### config.mk
export PLATFORM = sky130hd
export DESIGN_NAME = calc_result_display
export DESIGN_NICKNAME = d
export VERILOG_FILES = /design/src/rtl/calc_disp_pkg.sv /design/src/rtl/calc_result_display_seg7_decode.sv /design/src/rtl/calc_result_display.sv
export SDC_FILE = /design/constraint.sdc
export NUM_CORES = 1
export LEC_CHECK = 0
export CELL_PAD_IN_SITES_DETAIL_PLACEMENT = 1
export CELL_PAD_IN_SITES_GLOBAL_PLACEMENT = 2
export CORE_MARGIN = 8
export CORE_UTILIZATION = 36
export CTS_CLUSTER_DIAMETER = 100
export DETAILED_ROUTE_END_ITERATION = 12
export PLACE_DENSITY_LB_ADDON = 0.15
export SLEW_MARGIN = 20
export SYNTH_ARGS = -nofsm -noshare
export SYNTH_HDL_FRONTEND = slang
export SYNTH_SLANG_ARGS = --single-unit
### constraint.sdc
create_clock -name clk -period 5.15 [get_ports clk]
set_clock_uncertainty 0.05 [all_clocks]
set_input_delay 1.03 -clock clk [delete_from_list [all_inputs] [get_ports clk]]
set_output_delay 1.03 -clock clk [all_outputs]
set_load 0.01 [all_outputs]
### src/rtl/calc_disp_pkg.sv
// Shared constants, types and the ones'-complement conversion for calc_result_display.
package calc_disp_pkg;

  localparam logic [6:0] SEG_BLANK = 7'b0000000;
  localparam logic [6:0] SEG_MINUS = 7'b1000000;

  // Segment order gfedcba, active-high; entry 0 is the rightmost element.
  localparam logic [7:0][6:0] SEG_DIGIT = {
    7'b0000111,  // 7
    7'b1111101,  // 6
    7'b1101101,  // 5
    7'b1100110,  // 4
    7'b1001111,  // 3
    7'b1011011,  // 2
    7'b0000110,  // 1
    7'b0111111   // 0
  };

  typedef enum logic {
    IDLE,
    SHOW
  } state_t;

  typedef enum logic {
    DIG_MAG,
    DIG_SIGN
  } digit_t;

  typedef struct packed {
    logic       neg;
    logic [2:0] mag;
  } sign_mag_t;

  // Negative zero (4'b1111) folds onto plain zero so no minus sign is ever shown for it.
  function automatic sign_mag_t to_sign_mag(input logic [3:0] r);
    sign_mag_t s;
    s.neg = r[3];
    s.mag = r[3] ? ~r[2:0] : r[2:0];
    if (s.mag == 3'd0) s.neg = 1'b0;
    return s;
  endfunction

endpackage

### src/rtl/calc_result_display_seg7_decode.sv
// Combinational 3-bit magnitude to 7-segment (gfedcba) pattern decoder.
module seg7_decode
  import calc_disp_pkg::*;
(
  input  logic [2:0] mag,
  output logic [6:0] seg
);

  assign seg = SEG_DIGIT[mag];

endmodule

### src/rtl/calc_result_display.sv
// Two-digit multiplexed display of a ones'-complement adder result.
// Optional negative-result blinking is enabled with `define CALC_DISP_BLINK_NEG_EN.
module calc_result_display
  import calc_disp_pkg::*;
#(
  parameter int REFRESH_DIV = 16,
  parameter int BLINK_DIV   = 8
) (
  input  logic       clk,
  input  logic       rst,
  input  logic [3:0] result,
  input  logic       result_valid,
  input  logic       clear,
  output logic [6:0] seg,
  output logic [1:0] an,
  output logic       disp_updated
);

  localparam int             CNT_W   = $clog2(REFRESH_DIV);
  localparam logic [CNT_W-1:0] CNT_MAX = CNT_W'(REFRESH_DIV - 1);

  state_t           state, state_n;
  digit_t           digit, digit_n;
  logic [CNT_W-1:0] cnt, cnt_n;
  logic [2:0]       mag, mag_n;
  logic             neg, neg_n;
  logic             valid_q, armed;
  logic             capture, wrap, blank_n;
  logic [6:0]       mag_seg, seg_n;
  logic [1:0]       an_n;

  // armed stays low until result_valid is seen low, so a level already high at reset release is ignored.
  assign capture = result_valid & ~valid_q & armed & ~clear;
  assign wrap    = (state == SHOW) && (cnt == CNT_MAX);

  // NOTE: every combinational output gets a default first so no latch is inferred on untaken branches.
  always_comb begin
    state_n = state;
    digit_n = digit;
    cnt_n   = cnt;
    mag_n   = mag;
    neg_n   = neg;
    if (clear) begin
      state_n = IDLE;
      digit_n = DIG_MAG;
      cnt_n   = '0;
    end else begin
      if (state == SHOW) begin
        cnt_n = wrap ? '0 : cnt + CNT_W'(1);
        if (wrap) digit_n = (digit == DIG_MAG) ? DIG_SIGN : DIG_MAG;
      end
      if (capture) begin
        state_n        = SHOW;
        {neg_n, mag_n} = to_sign_mag(result);
      end
    end
  end

`ifdef CALC_DISP_BLINK_NEG_EN
  localparam int             BLK_W    = $clog2(2 * BLINK_DIV);
  localparam logic [BLK_W-1:0] BLK_LAST = BLK_W'(2 * BLINK_DIV - 1);

  logic [BLK_W-1:0] blink, blink_n;

  // Counts refresh periods; the upper half of its range is the blanked half-phase.
  always_comb begin
    blink_n = blink;
    if (clear || capture) blink_n = '0;
    else if (wrap)        blink_n = (blink == BLK_LAST) ? '0 : blink + BLK_W'(1);
    blank_n = neg_n && (blink_n >= BLK_W'(BLINK_DIV));
  end

  always_ff @(posedge clk or posedge rst) begin
    if (rst) blink <= '0;
    else     blink <= blink_n;
  end
`else
  assign blank_n = 1'b0;
`endif

  seg7_decode u_seg7_decode (
    .mag (mag_n),
    .seg (mag_seg)
  );

  // Outputs are registered from next-state values so they change together with disp_updated.
  always_comb begin
    an_n  = 2'b11;
    seg_n = SEG_BLANK;
    if (state_n == SHOW && !blank_n) begin
      if (digit_n == DIG_MAG) begin
        an_n  = 2'b10;
        seg_n = mag_seg;
      end else begin
        an_n  = 2'b01;
        seg_n = neg_n ? SEG_MINUS : SEG_BLANK;
      end
    end
  end

  // NOTE: sequential state uses non-blocking assignments so all registers update from pre-edge values.
  always_ff @(posedge clk or posedge rst) begin
    if (rst) begin
      state        <= IDLE;
      digit        <= DIG_MAG;
      cnt          <= '0;
      mag          <= '0;
      neg          <= 1'b0;
      valid_q      <= 1'b0;
      armed        <= 1'b0;
      seg          <= SEG_BLANK;
      an           <= 2'b11;
      disp_updated <= 1'b0;
    end else begin
      state        <= state_n;
      digit        <= digit_n;
      cnt          <= cnt_n;
      mag          <= mag_n;
      neg          <= neg_n;
      valid_q      <= result_valid;
      armed        <= armed | ~result_valid;
      seg          <= seg_n;
      an           <= an_n;
      disp_updated <= capture;
    end
  end

endmodule
==> qor.yml, run 1 <==
clocking:
  worstSkewPairLatency_ns: 0.31
  cts_tree: "built"
  clk_path_buf_depth: 2
  cts.clk_slew.worst_paths_ns: 0.13
  holdBufCountCts: 0
  post_cts_resized: 0
  cts_setup_buffers: 0
  root_buffer: "clkbuf_4"
  cts.sinks: 22
  htree_levels: 1
  cts_made_buffers: 3
global_routing:
  grt-ovfl-total: 0
  grt_max_degree: 23
  grt_pass1_wl_mm: 3.59
  antenna_found_initial: 0
  globalRouteTotalUtil: 0.0882
  grt_pass1_vias: 737
place:
  dp_hpwl_mm: 1.48
  io_buffers: 17
  dp_slack_ns: 1.70
  gp_congestion: 0.668
  place_area_um2: 1200
routing:
  drt_wl_total_mm: 2.02
  postRouteAntennaNets: 0
  post-route-drc-count: 0
  first_pass_iters: 2
  vias: 661
  wl_per_cell_um: 15.2
  drt_iter0_drc: 26
  avgViaCountPerCell: 4.97
floorplanning:
  die_area_um2: 4790
  die_h_um: 69.2
  rows: 19
  die_w_um: 69.2
  core_um2: 2730
  io_pins: 18
  start_util: 0.373
finish:
  final_util: 0.458
  final_net_count: 118
  diodes: 0
  fillerInstances: 304
  area_growth_pct: 23.0
  drive_gt1_frac: 0.118
  design_area_um2: 1250
timing:
  worstMarginPinSlew_ns: 0.834
  whs_ns: 0.481
  setup_viol: 0
  fin_ws_ns: 2.07
  period_needed_ns: 3.08
  fin_tns_setup_ns: 0
  grt_setup_unrepaired: "false"
  hold_violations: 0
  post-route-period-util: 0.597
  max-slew-margin-rel: 0.444
  fmax_ghz: 0.325
  slew_viol_final: 0
critical_path:
  slowest_delay_ns: 0.60
  start_kind: "input port"
  crit_arrival_ns: 3.21
  cp.required_ns: 5.28
  critPathMaxFanout: 10
  reg2reg_from: "valid_q"
  critPathCaptureType: "flip-flop"
  setup.worst_path.start: "clear"
  path_cells: "clkdlybuf4s50_1 > nor4bb_4 > mux2_2 > inv_1 > ha_1 > nor2_1 > a211oi_1"
  crit_family: "buffers and inverters"
  crit_type: "in2reg"
  slowest_stage: "clkdlybuf4s50_1"
  critical_path_buf_inv_count: 2
synth:
  syn_area_um2: 1020
  yosysUniqueCellTypes: 34
  synthFlopType: "dfrtp_1"
  synthCells: 84
  syn_nets: 99
  ys_seq_area_frac: 0.543
  ys_async_sr_fraction: 1.00
  syn_avg_cell_area_um2: 12.1
  ys_ff_latch: 22
  synth_edf_count: 0
  ys_warn_count: 0
outcome:
  outcome: "complete, no violations"
pwr:
  p_switching_uw: 109
  p_int_uw: 306
  seqPwrFrac: 0.469
  ir_drop_mv: 0.199
  p_leak_nw: 0.575
  p_clk_frac: 0.322
  comb_power_share: 0.209
  power_density_nw_per_um2: 331
  sw_frac_of_total: 0.262
worst_hold_path:
  hold_path.class: "reg2reg"
  min_from: "armed"
run:
  maxCapViolations: 0
-- flip-flops by register name, summed over array words and instances, names as in the netlist --
register,count
seg,7
cnt,4
mag,3
an,2
armed,1
digit,1
disp_updated,1
neg,1
state,1
valid_q,1
-- per-stage QoR --
stage / instances / power [mW]
after global placement: 129 / 0.286
after detailed placement: 129 / 0.286
after global routing: 133 / 0.438
after floorplan: 84 / 0.254
after CTS: 133 / 0.422
final: 133 / 0.415
-- cells in the mapped netlist (2+ instances only) --
cell type / n / area, µm²
a211oi_1: 2 / 15.0
a21oi_1: 6 / 30.0
and2_1: 2 / 12.5
buf_6: 2 / 22.5
dfrtp_1: 20 / 500
dfstp_2: 2 / 52.6
ha_1: 7 / 87.6
inv_1: 4 / 15.0
nand2_1: 4 / 15.0
nor2_1: 7 / 26.3
xnor2_1: 2 / 17.5
xor2_1: 4 / 35.0
-- cell usage in the layout, fill, tap and decap left out --
cell type | synthesis | routed
a211oi_1 | 2 | 2
a211oi_2 | 1 | 1
a21o_1 | 1 | 1
a21oi_1 | 6 | 6
and2_1 | 2 | 2
and3_1 | 1 | 1
bufinv_16 | 0 | 1
clkbuf_4 | 0 | 3
clkdlybuf4s50_1 | 0 | 17
dfrtp_1 | 20 | 20
dfstp_2 | 2 | 2
ha_1 | 7 | 7
inv_1 | 4 | 4
inv_2 | 1 | 1
mux2_2 | 1 | 1
mux2i_1 | 1 | 1
mux2i_4 | 1 | 1
nand2_1 | 4 | 4
nand2b_1 | 1 | 1
nand3_1 | 1 | 1
nand3b_1 | 1 | 1
nand4_1 | 1 | 1
nor2_1 | 7 | 7
nor2_2 | 1 | 1
nor2b_1 | 1 | 1
nor4bb_4 | 1 | 1
o21ai_0 | 1 | 1
o21ai_1 | 1 | 1
o21ba_1 | 1 | 1
o22ai_1 | 1 | 1
o41ai_1 | 1 | 1
or2_1 | 1 | 1
or3_1 | 1 | 1
xnor2_1 | 2 | 2
xor2_1 | 4 | 4
-- final cells by class --
type,count,area [µm²],share of cell area
repair buffers,17,170,0.136
well taps,31,38.8,0.0310
flip-flops and latches,22,553,0.442
inverters,5,18.8,0.0150
multi-input cells,54,419,0.335
clock buffers,3,22.5,0.0180
clock inverters,1,30.0,0.0240
-- worst register-to-register path: stages (launching register included) --
cell and delay, ns:
dfrtp_1 0.43, nor4bb_4 0.51, mux2_2 0.45, inv_1 0.11
ha_1 0.24, nor2_1 0.11, a211oi_1 0.06
-- layer usage --
layer | track usage | vias to the layer above | share of wire
met5 | 0 | - | 0
met2 | 0.140 | 11 | 0.51
met4 | 0.0273 | 0 | 0.013
met3 | 0.0286 | 2 | 0.054
li1 | - | 316 | -
met1 | 0.110 | 332 | 0.42
-- worst paths after layout --
check,end,slack [ns],depth (start not counted)
worst max-delay path,seg[3],2.07,7
worst min-delay path,armed,0.48,1
worst max register to register,seg[3],3.07,6
worst min register to register,armed,0.48,1
max in group asynchronous,cnt[2],3.42,2
min in group asynchronous,neg,1.12,2
-- cells by family after synthesis --
logic type	Yosys count	share of synthesized area
simple gates	23	0.133
fa+ha+maj	7	0.0860
flops	22	0.543
mux	3	0.0430
buf+inv	8	0.0454
compound gates	15	0.0983
xor+xnor	6	0.0516
-- power by group through the flow --
stage | Sequential [mW] | Clock, mW | Combinational, mW
2_1_floorplan | 0.199 | 0 | 0.0547
3_3_place_gp | 0.198 | 0 | 0.0880
3_5_place_dp | 0.198 | 0 | 0.0882
4_1_cts | 0.195 | 0.138 | 0.0891
5_1_grt | 0.197 | 0.142 | 0.0989
6_report | 0.195 | 0.134 | 0.0867
Note: power is estimated with default switching activity, not from simulation.
==> inputs of run 2 (changes only) <==
Settings changed: CORE_UTILIZATION 36 to 33.
Clock period 5.15 ns to 2.98 ns, I/O delays scaled along.
==> run 2 against run 1 <==
Worst hold slack got worse by 0.0033 ns. Critical endpoint unchanged. Count of clock-buffer cells in the layout did not move. Wire length fell by 0.99%. Critical path type unchanged. Setup slack got worse by 1.4 ns.
==> qor.yml, run 2 (synthesized netlist as in run 1, its figures left out) <==
finish:
  fillerInstances: 353  # +16%
  largestRegisters: "seg: 7 flops, cnt: 4 flops, mag: 3 flops"
  regMostFlops: "seg"
  mostFrequentLayoutCells: "dfrtp_1 (20), clkdlybuf4s50_1 (17), nor2_1 (7), ha_1 (7), a21oi_1 (6)"
  final_util: 0.423  # -0.0352
  drive_gt1_frac: 0.135  # +0.0170
  layoutNonFillerInstCount: 137  # +3.0%
  mostFrequentLayoutCell: "dfrtp_1"
  final_net_count: 120  # +1.7%
  design_area_um2: 1270  # +1.4%
  diodes: 0  # unchanged
  largest_reg_flops: 7  # unchanged
  area_growth_pct: 24.7
critical_path:
  slowest_delay_ns: 0.46  # -0.14 ns
  slowest_stage: "clkdlybuf4s50_1"
  crit_arrival_ns: 2.43  # -0.78 ns
  critPathCaptureType: "flip-flop"
  path_common_cell: "nor2_1"
  path_cells: "clkdlybuf4s50_1 > nor4bb_4 > buf_4 > nor2_1 > a21o_1 > ha_1 > nor2_1 > a211oi_1"
  start_kind: "input port"
  cp.required_ns: 3.15  # -2.13 ns
  crit_type: "in2reg"
  critPathMaxFanout: 6  # -4
  reg2regPathDepth: 7  # +1
place:
  place_area_um2: 1220  # +1.5%
  place_inst: 133  # +3.1%
  io_buffers: 17  # unchanged
  dp_slack_ns: 0.348  # -1.35 ns
  dp_hpwl_mm: 1.54  # +3.8%
  gp_congestion: 0.708  # +5.8%
routing:
  wl_per_cell_um: 14.6  # -3.9%
  first_pass_iters: 2  # unchanged
  drt_iter0_drc: 21  # -19%
  avgViaCountPerCell: 4.77  # -4.1%
  post-route-drc-count: 0  # unchanged
  postRouteAntennaNets: 0  # unchanged
  vias: 653  # -1.2%
  drt_wl_total_mm: 2.00  # -0.99%
global_routing:
  grt_pass1_vias: 766  # +3.9%
  grt_pass1_wl_mm: 3.57  # -0.56%
  grt-ovfl-total: 0  # unchanged
  antenna_found_initial: 0  # unchanged
  globalRouteTotalUtil: 0.0881  # about the same
  grt_max_degree: 23  # unchanged
clocking:
  cts_tree: "built"
  cts_made_buffers: 3  # unchanged
  worstSkewPairLatency_ns: 0.31  # about the same
  cts_setup_buffers: 0  # unchanged
  post_cts_resized: 0  # unchanged
  clk_path_buf_depth: 2  # unchanged
  cts.clk_slew.worst_paths_ns: 0.13  # about the same
  holdBufCountCts: 0  # unchanged
  cts.sinks: 22  # unchanged
  root_buffer: "clkbuf_4"
  htree_levels: 1  # unchanged
timing:
  hold_violations: 0  # unchanged
  fin_ws_ns: 0.724  # -1.35 ns
  slew_viol_final: 0  # unchanged
  grt_setup_unrepaired: "false"
  fin_tns_setup_ns: 0  # unchanged
  post-route-period-util: 0.757
  setup_viol: 0  # unchanged
  whs_ns: 0.478  # -0.00333 ns
  max-slew-margin-rel: 0.453  # +0.00961
  worstMarginPinSlew_ns: 0.819  # -0.0144 ns
  period_needed_ns: 2.26
  fmax_ghz: 0.443
pwr:
  p_int_uw: 531  # +73%
  ir_drop_mv: 0.211  # +6.3%
  p_clk_frac: 0.320  # -0.002
  power_density_nw_per_um2: 565  # +70%
  comb_power_share: 0.209  # about the same
  sw_frac_of_total: 0.260  # -0.00232
  p_switching_uw: 186  # +71%
  seqPwrFrac: 0.470  # about the same
  p_leak_nw: 0.585  # +1.8%
  p_total_uw: 717  # +73%
worst_hold_path:
  hold_path.class: "reg2reg"
  hold_path_depth: 1  # unchanged
floorplanning:
  start_util: 0.339  # -0.0334
  die_area_um2: 5120  # +7.0%
  io_pins: 18  # unchanged
  die_h_um: 71.6  # +3.4%
  core_um2: 3000  # +9.8%
  rows: 20  # +1
  die_w_um: 71.6  # +3.4%
run:
  maxCapViolations: 0  # unchanged
outcome:
  outcome: "complete, no violations"
==> run 2: power by group through the flow <==
stage	sequential [mW]	combinational, mW	clock [mW]
after floorplan	0.344	0.0945	0
after global placement	0.343	0.152	0
after detailed placement	0.344	0.154	0
after CTS	0.338	0.154	0.239
after global routing	0.340	0.169	0.250
final	0.337	0.150	0.230
==> run 2: path summary, 6_finish.rpt <==
check                         from  slack (ns)     end
max reg2reg                valid_q        1.08  seg[3]
min                          armed        0.48   armed
max                          clear        0.72  seg[3]
min in group asynchronous      rst        0.68  seg[4]
min reg2reg                  armed        0.48   armed
max in group asynchronous      rst        1.69  mag[1]
==> run 2: worst max-delay path: cells and delay by family <==
family          cells  cell delay (ns)
compound gates      2             0.42
fa+ha+maj           1             0.32
buf+inv             2             0.66
simple gates        3             0.43
==> run 2: area by class of cell <==
cell class	count	area [µm²]	share of cell area
tap	33	41.3	0.0325
clock inverter	1	30.0	0.0236
multi-input combinational	54	419	0.330
sequential	22	553	0.435
inverter	5	18.8	0.0148
clock buffer	3	22.5	0.0177
timing repair buffer	19	185	0.146
==> run 2: layer usage <==
layer,up-vias,global-route usage,share of wire
li1,322,-,-
met1,316,0.102,0.44
met2,11,0.145,0.50
met3,4,0.0153,0.038
met4,0,0.0612,0.027
met5,-,0,0
==> inputs of run 3 (changes only) <==
Clock period 2.98 ns to 2.25 ns, I/O delays scaled along.
==> run 3 against run 2 <==
Register-to-register slack worse by 0.73 ns. Final area is 3.4% higher. Utilization is 1.5 points higher. Clock power is 8% lower. Combinational power is 57% higher. Global-route usage is 0.53 points higher. Total power is 24% higher. Wire length is 2.8% higher. First-iteration DRC count is 43% lower. Worst hold slack worse by 0.024 ns. Count of clock-buffer cells in the layout is 1 higher. Via count is 4.4% higher. Critical path type unchanged. Critical endpoint unchanged. Largest cell class unchanged.
==> qor.yml, run 3 (synthesized netlist as in run 1, its figures left out) <==
routing:
  vias: 682  # +4.4%
  drt_iter0_drc: 12  # -43%
  postRouteAntennaNets: 0  # unchanged
  drt_wl_total_mm: 2.06  # +2.8%
  first_pass_iters: 3  # +1
  avgViaCountPerCell: 4.70  # -1.3%
  post-route-drc-count: 0  # unchanged
  wl_per_cell_um: 14.2  # -2.9%
pwr:
  p_total_uw: 893  # +24%
  p_int_uw: 649  # +22%
  ir_drop_mv: 0.329  # +56%
  p_leak_nw: 0.616  # +5.4%
  comb_power_share: 0.264  # +0.055
  sw_frac_of_total: 0.273  # +0.0135
  p_clk_frac: 0.237  # -0.083
  power_density_nw_per_um2: 680  # +20%
  seqPwrFrac: 0.499  # +0.029
  p_switching_uw: 244  # +31%
floorplanning:
  start_util: 0.339  # unchanged
  die_area_um2: 5120  # unchanged
  rows: 20  # unchanged
  io_pins: 18  # unchanged
  die_h_um: 71.6  # unchanged
  die_w_um: 71.6  # unchanged
  core_um2: 3000  # unchanged
global_routing:
  use_met2: 0.150  # +0.00510
  grt_pass1_vias: 781  # +2.0%
  met3_usage: 0.0195  # +0.00418
  met1_usage: 0.110  # +0.00836
  grt-ovfl-total: 0  # unchanged
  grt_pass1_wl_mm: 3.73  # +4.3%
  top_usage_layer: "met2"
  grt_max_degree: 23  # unchanged
  antenna_found_initial: 0  # unchanged
  globalRouteTotalUtil: 0.0934  # +0.00526
clocking:
  holdBufCountCts: 0  # unchanged
  post_cts_resized: 0  # unchanged
  htree_levels: 1  # unchanged
  clk_path_buf_depth: 2  # unchanged
  cts.clk_slew.worst_paths_ns: 0.12  # about the same
  cts_made_buffers: 3  # unchanged
  cts_tree: "built"
  cts.sinks: 22  # unchanged
  cts_setup_buffers: 0  # unchanged
  root_buffer: "clkbuf_4"
  worstSkewPairLatency_ns: 0.30  # about the same
timing:
  hold_violations: 0  # unchanged
  post-route-period-util: 0.950
  slew_viol_final: 0  # unchanged
  fmax_ghz: 0.468
  grt_setup_unrepaired: "false"
  setup_viol: 0  # unchanged
  max-slew-margin-rel: 0.611  # +0.158
  worstMarginPinSlew_ns: 0.579  # -0.240 ns
  period_needed_ns: 2.14
finish:
  final_util: 0.438  # +0.0146
  largest_reg_flops: 7  # unchanged
  drive_gt1_frac: 0.196  # +0.0618
  area_growth_pct: 29.0
  design_area_um2: 1310  # +3.4%
  final_net_count: 128  # +6.7%
  mostFrequentLayoutCells: "dfrtp_1 (20), clkdlybuf4s50_1 (17), buf_4 (10), nor2_1 (7), ha_1 (7)"
  diodes: 0  # unchanged
  regMostFlops: "seg"
  largestRegisters: "seg: 7 flops, cnt: 4 flops, mag: 3 flops"
  mostFrequentLayoutCell: "dfrtp_1"
critical_path:
  start_kind: "input port"
  crit_arrival_ns: 2.30  # -0.13 ns
  critPathCaptureType: "flip-flop"
  cp.required_ns: 2.41  # -0.74 ns
  crit_type: "in2reg"
  critPathMaxFanout: 6  # unchanged
place:
  io_buffers: 17  # unchanged
  gp_congestion: 0.815  # +15%
  place_area_um2: 1280  # +4.9%
  dp_hpwl_mm: 1.62  # +5.6%
worst_hold_path:
  hold_path.class: "in2async"
outcome:
  outcome: "complete, no violations"
run:
  maxCapViolations: 0  # unchanged
## run 3: changes by cell type in the layout (fill, tap and decap cells not counted)
cell       previous run  this run
clkbuf_8              0         1
buf_4                 2        10
bufinv_16             1         0
## run 3: power by group through the flow
stage | Sequential (mW) | Clock [mW] | Combinational, mW
3_5_place_dp | 0.454 | 0 | 0.241
2_1_floorplan | 0.456 | 0 | 0.125
3_3_place_gp | 0.453 | 0 | 0.234
6_report | 0.445 | 0.212 | 0.236
5_1_grt | 0.449 | 0.242 | 0.265
4_1_cts | 0.446 | 0.227 | 0.242
## run 3: final timing paths
check,end,slack (ns),startpoint,cells after the start
worst min-delay path,seg[4],0.45,rst,3
max in group asynchronous,an[1],1.42,rst,3
worst max register to register,seg[3],0.35,valid_q,7
min in group clk,armed,0.47,armed,1
worst min register to register,armed,0.47,armed,1
worst max-delay path,seg[3],0.11,clear,8
## run 3: stage by stage
| stage | worst slack (ns) | hold WS, ns | TNS (ns) | cells |
|---|---|---|---|---|
| after floorplan | 0.205 | 0.388 | 0 | 84 |
| after global placement | -0.153 | 0.446 | -0.624 | 141 |
| after detailed placement | -0.247 | 0.446 | -0.894 | 141 |
| after CTS | 0.0878 | 0.464 | 0 | 145 |
| after global routing | 0.0335 | 0.467 | 0 | 145 |
| final | 0.113 | 0.454 | 0 | 145 |
## run 3: per-layer routing
metal  vias to the layer above  wire length [µm]
li1                        336                 -
met1                       336               929
met2                         8              1020
met3                         2                69
met4                         0                36
met5                         -                 0
## run 3: area by class of cell
type | instances | area (µm²)
fill | 327 | 1690
timing repair buffer | 27 | 245
clock buffer | 4 | 36.3
multi-input combinational | 54 | 419
sequential | 22 | 553
tap | 33 | 41.3
inverter | 5 | 18.8
## run 3: worst max-delay path, cell delays in order
cell,delay [ns]
clkdlybuf4s50_1,0.47
nor4bb_4,0.33
buf_4,0.20
nor2_1,0.05
a21o_1,0.20
ha_1,0.32
nor2_1,0.05
a211oi_1,0.23
